**src/rtl/flat_to_column_stream.sv**
```systemverilog
// flat_to_column_stream: captures a packed vector of COLS elements over a
// valid/ready handshake and replays it one column per beat, with a registered
// unpacked view of the captured vector.
// Column i lives at bits [i*BIT_WIDTH +: BIT_WIDTH] of in_i.
// Optional build macro COLUMN_STREAM_REVERSE_EN: emit beats highest column
// first (out_col_o still reports the true column, last beat is column 0).
module flat_to_column_stream #(
  parameter int unsigned BIT_WIDTH = 4,
  parameter int unsigned COLS      = 8,
  localparam int unsigned CW       = (COLS > 1) ? $clog2(COLS) : 1
) (
  input  logic                      clk_i,
  input  logic                      rst_i,
  input  logic                      in_valid_i,
  output logic                      in_ready_o,
  input  logic [COLS*BIT_WIDTH-1:0] in_i,
  output logic                      out_valid_o,
  input  logic                      out_ready_i,
  output logic [BIT_WIDTH-1:0]      out_o,
  output logic [CW-1:0]             out_col_o,
  output logic                      out_last_o,
  output logic [BIT_WIDTH-1:0]      out_array_o [COLS]
);

`ifdef COLUMN_STREAM_REVERSE_EN
  localparam logic [CW-1:0] ColStart = CW'(COLS - 1);
  localparam logic [CW-1:0] ColLast  = '0;
`else
  localparam logic [CW-1:0] ColStart = '0;
  localparam logic [CW-1:0] ColLast  = CW'(COLS - 1);
`endif

  typedef enum logic [0:0] {StIdle, StStream} state_e;

  state_e                     state_q, state_d;
  logic [COLS*BIT_WIDTH-1:0]  data_q, data_d;
  logic [CW-1:0]              cnt_q, cnt_d;

  logic at_last;
  logic beat;
  logic capture;

  assign at_last = (cnt_q == ColLast);
  assign beat    = (state_q == StStream) && out_ready_i;
  // in_ready_o already folds in the last-beat pass-through case.
  assign capture = in_valid_i && in_ready_o;

  // State register.
  always_ff @(posedge clk_i) begin
    if (rst_i) begin
      state_q <= StIdle;
    end else begin
      state_q <= state_d;
    end
  end

  // Next-state logic: a last beat with a waiting vector stays in StStream.
  always_comb begin
    state_d = state_q;
    unique case (state_q)
      StIdle: begin
        if (capture) state_d = StStream;
      end
      StStream: begin
        if (beat && at_last) state_d = capture ? StStream : StIdle;
      end
      default: state_d = StIdle;
    endcase
  end

  // Output logic; out_o is always the held element at the current column.
  always_comb begin
    out_valid_o = (state_q == StStream);
    in_ready_o  = (state_q == StIdle) || (beat && at_last);
    out_last_o  = out_valid_o && at_last;
    out_col_o   = cnt_q;
    out_o       = '0;
    for (int i = 0; i < int'(COLS); i++) begin
      if (cnt_q == CW'(i)) out_o = data_q[i*BIT_WIDTH +: BIT_WIDTH];
    end
  end

  // Holding register and column counter next-state.
  always_comb begin
    data_d = data_q;
    cnt_d  = cnt_q;
    if (capture) begin
      data_d = in_i;
      cnt_d  = ColStart;
    end else if (beat && !at_last) begin
`ifdef COLUMN_STREAM_REVERSE_EN
      cnt_d = cnt_q - CW'(1);
`else
      cnt_d = cnt_q + CW'(1);
`endif
    end
  end

  // Datapath registers; counter holds on the final beat so it never leaves
  // the 0..COLS-1 range.
  always_ff @(posedge clk_i) begin
    if (rst_i) begin
      data_q <= '0;
      cnt_q  <= '0;
    end else begin
      data_q <= data_d;
      cnt_q  <= cnt_d;
    end
  end

  // Unpacked view of the holding register, updated only on capture.
  always_comb begin
    for (int i = 0; i < int'(COLS); i++) begin
      out_array_o[i] = data_q[i*BIT_WIDTH +: BIT_WIDTH];
    end
  end

endmodule

```
**config.mk**
```make
export PLATFORM = sky130hd
export DESIGN_NAME = flat_to_column_stream
export DESIGN_NICKNAME = d
export VERILOG_FILES = /design/src/rtl/flat_to_column_stream.sv
export SDC_FILE = /design/constraint.sdc
export NUM_CORES = 1
export LEC_CHECK = 0
export ABC_AREA = 0
export ABC_CLOCK_PERIOD_IN_PS = 2300
export BUFFER_PORTS_ARGS = -buffer_cell sky130_fd_sc_hd__buf_2
export CORE_MARGIN = 2
export CORE_UTILIZATION = 47
export DETAILED_ROUTE_END_ITERATION = 7
export PLACE_DENSITY = 0.87
export SLEW_MARGIN = 20
export SYNTH_ARGS = -nofsm -noshare
export SYNTH_HDL_FRONTEND = slang
export SYNTH_SLANG_ARGS = --single-unit
```
**constraint.sdc**
```tcl
create_clock -name clk_i -period 2.3 [get_ports clk_i]
set_input_delay 0.345 -clock clk_i [delete_from_list [all_inputs] [get_ports clk_i]]
set_output_delay 0.345 -clock clk_i [all_outputs]
set_load 0.05 [all_outputs]
```
# Word-level counts from Yosys, hierarchy flattened
# Cells that the tools add are included.
# word_totals
out_inout_bits	42
word_cells	32
regBits	36
input_bits	36
# op_classes
add_sub_neg	1
bitwise_logic	1
mux	11
eq_ne	7
n_reduce_logical	9
# op_table
op	n
2-to-1 mux 4 bit	8
== test 3 bit, second input constant	4
== test 3 x 2 -> 1 bit, second input constant	2
logical AND 1 bit	5
adder 3 x 1 -> 3 bit, second input constant	1
== test 3 x 1 -> 1 bit, second input constant	1
logical NOT 3 bit	1
2-to-1 mux 1 bit	2
case mux 1 bit (2 select lines)	1
OR reduction 2 bit	1
logical NOT 1 bit	1
logical OR 1 bit	1
NOT 1 bit	1

# Longest topological paths before layout
# depth
depth_word	9
depth_mapped	8
depth_no_buf	6

# Least setup slack after synthesis
# No wires, ideal clock.
# synth_timing
path_kind	flip-flop to output port
start	reg cnt_q[2], in the netlist out_col_o[2]
end	out out_o[0]
path_stages_with_launch	8
arrival_ps	2674
required_ps	1955
slack_ps	-719
path_buffers	1
path_cell_list	dfxtp_1 -> buf_6 -> clkinv_1 -> ha_1 -> or2_4 -> a221oi_1 -> o22ai_1 -> a21oi_1
# synth_between
elab_chain_cells	9
word_cells_on_any_way	16
cone_classes	eq/ne (7); mux (8); reduce/logical (1)
# synth_rtl
element	line	source
from (decl)	37	logic [CW-1:0] cnt_q, cnt_d;
from (signal assigned)	107	cnt_q <= cnt_d;
logical NOT 3 bit	79	if (cnt_q == CW'(i)) out_o = data_q[i*BIT_WIDTH +: BIT_WIDTH];
2-to-1 mux 4 bit (7 in series)	79	
2-to-1 mux 4 bit (*)	79	
to (decl)	19	output logic [BIT_WIDTH-1:0] out_o,
# Mark *: on every way between the ends. The rest lies on a longest branch, timed or not.

# Worst setup path after layout
# layout_timing
start	reg cnt_q[1], in the netlist out_col_o[1]
end	out out_o[2]
# Same word-level chain as after synthesis.

==> metrics <==
outcome complete, but fails checks; failing checks negative setup slack; vias in the first global route 1593; diode count 0; largest net degree at the start of global routing 37; vias 1868; Leak 0.00106 uW; clock latency on the worst-skew pair 0.29 ns; die width 65.1 um; pwr/cell area 621 nW/um^2; post-synthesis async set-or-reset flop share 0%; GP Congestion 0.940; RSZ-0062 raised after global routing true; sequential area share after synthesis 41.1%; Final min period 2.36 ns; TritonCTS clock tree done; r2r worst-path depth 6; top-count cell post-synth nand2_1; Residual DRC 0; final hold viol count 0; Net Count, Synth 272; setup_tns -0.0599 ns; post-route cell area 2400 um^2; YS warnings 0; Final Slew Violations 0; Synth top cells by count nand2_1, a21oi_1, dfxtp_1, inv_1, nor2_1; Core Box Area 3630 um^2; Netlist Area Pre-Place 1760 um^2; dominant cells by area after synthesis dfxtp_1, nand2_1, a21oi_1; Final Power 1490 uW; TritonCTS Sinks 36; DRT iter0 DRCs 95; Mapped Cells 230; Slew @ Worst Pin 0.640 ns; CP Capture Type primary output; Max-cap violations 0; CTS Hold Bufs 0; initial antenna violation count 0; Hold Path Cell Cnt 3; Post-synth top flop dfxtp_1; Top-Level Pins 78; startpoint types flop; FF-to-FF Start out_col_o[2]$_SDFFE_PP0P_; Worst Path Arrival 2.01 ns; Rows 22; Overall Global Routing Usage 22.5%; Starting Density 48.3%; CTS HTree Levels 2; FF+latch count, synth 36; first-pass GRT wire length 7.25 mm; Die Ht 65.1 um; cell taking the most area after synthesis dfxtp_1; worst hold start in_i[20]; top-area cell type share of the netlist area 41.1%; # nets final 351; critical path peak fanout 5; synth unique cells 33; clk_skew 0.00700 ns; drt total wl 4.62 mm; relative slew slack 57.3%; Setup CP Type reg2out; share of cells above drive strength 1 37.4%; Routed Antenna Nets 0; EDFF count, synth 0; CTS max path bufs 2; final setup vio count 1; via-per-instance ratio 5.22; drt wl/cell 12.9 um; clock-pin slew on the worst setup and hold paths 0.07 ns; CP required 1.96 ns; CTS Buf Count 5; Placed Area 2190 um^2; syn_area_per_cell 7.63 um^2; final worst setup slack -0.0599 ns; die area 4240 um^2; Endpoint, Worst Hold data_q[20]$_SDFFE_PP0P_; 1st-pass router iterations 4; Final period util 103%; CTS Root Cell clkbuf_8; DP HPWL 3.27 mm; worst hold-check path type in2reg; GR Overflow Total 0; Port Buffers 77; dpl ws 0.134 ns; FMAX 424 MHz; Max VDD drop 416 uV; Final Core Density 66.0%; R2R Setup Slk 0.35 ns; reg-to-reg endpoint data_q[29]$_SDFFE_PP0P_; area grow syn2layout 36.6%
## state kept, by name, summed over array words and instances, names as in the netlist
register	count
data_q	32
out_col_o	3
out_valid_o	1
## stage by stage
step	cells	hold WS, ns
2_1_floorplan	230	0.474
3_3_place_gp	346	0.455
3_5_place_dp	346	0.462
4_1_cts	354	0.284
5_1_grt	358	0.279
6_report	358	0.283
## worst max-delay path, cell delays in order (launching register included)
cell and delay (ns):
dfxtp_4 0.37, ha_4 0.17, ha_4 0.17, or2_4 0.24, a221o_1 0.29, a2bb2oi_2 0.17
o31a_2 0.18, buf_8 0.15
## where the power goes
part | leakage (uW) | internal, uW | switching, uW
Sequential | 0.000298 | 656 | 28.3
Combinational | 0.000719 | 121 | 265
Clock | 0.0000422 | 212 | 207
## worst max-delay path by stage
stage	from	end	slack [ns]	cells after the start
6_report	out_col_o[1]$_SDFFE_PP0P_	out_o[2]	-0.06	7
5_1_grt	out_col_o[1]$_SDFFE_PP0P_	out_o[2]	-0.14	7
2_1_floorplan	out_col_o[2]$_SDFFE_PP0P_	out_o[0]	0.009	7
3_3_place_gp	out_col_o[0]$_SDFFE_PP0P_	out_o[2]	0.17	7
3_5_place_dp	out_col_o[0]$_SDFFE_PP0P_	out_o[0]	0.13	7
4_1_cts	out_col_o[0]$_SDFFE_PP0P_	out_o[2]	-0.01	7
## routing by layer
metal,vias to the layer above,wire length (um),track usage [%]
li1,927,-,-
met1,857,1960,26.5
met2,70,2180,37.0
met3,14,336,6.68
met4,0,147,12.0
met5,-,0,0
## cell type report
type / count / area, um^2
Tap cell: 48 / 60.1
Timing Repair Buffer: 88 / 497
Clock buffer: 7 / 76.3
Clock inverter: 1 / 5.00
Fill cell: 319 / 1240
Inverter: 11 / 41.3
Multi-Input combinational cell: 167 / 986
Sequential cell: 36 / 732
## timing repair
action                                  CTS  global route
endpoints found under the setup margin    4             4
resized for setup                        16             5
buffers inserted                          0             4
pin swaps                                 3             4
## layout by cell type, fill, tap and decap left out, types with 2 or more instances in the layout
cell	instances
nand2_1	69
nand2b_1	2
dfxtp_4	3
ha_2	2
buf_2	73
buf_4	11
clkbuf_1	2
inv_1	10
a21oi_4	3
ha_4	2
a2111oi_2	2
a21oi_1	45
nor2b_1	2
nor2_1	8
dfxtp_1	33
nor3_1	2
a22o_1	2
o22ai_1	2
buf_6	3
nand3b_1	5
a221oi_2	2
o31ai_1	2
clkbuf_8	5
o22ai_2	2
ha_1	2
## cells by family (layout without fill, tap and decap cells)
kind of cell / count (synthesis) / count (layout) / share of synthesized area [%]
flip-flops: 36 / 36 / 41.1
buffers and inverters: 27 / 107 / 8.27
AO/OA/AOI/OAI: 67 / 67 / 23.0
XOR/XNOR: 1 / 1 / 0.499
adder cells (fa/ha/maj): 6 / 6 / 4.28
AND/OR/NAND/NOR: 92 / 92 / 22.3
multiplexers: 1 / 1 / 0.570
Note: power is estimated with default switching activity, not from simulation.
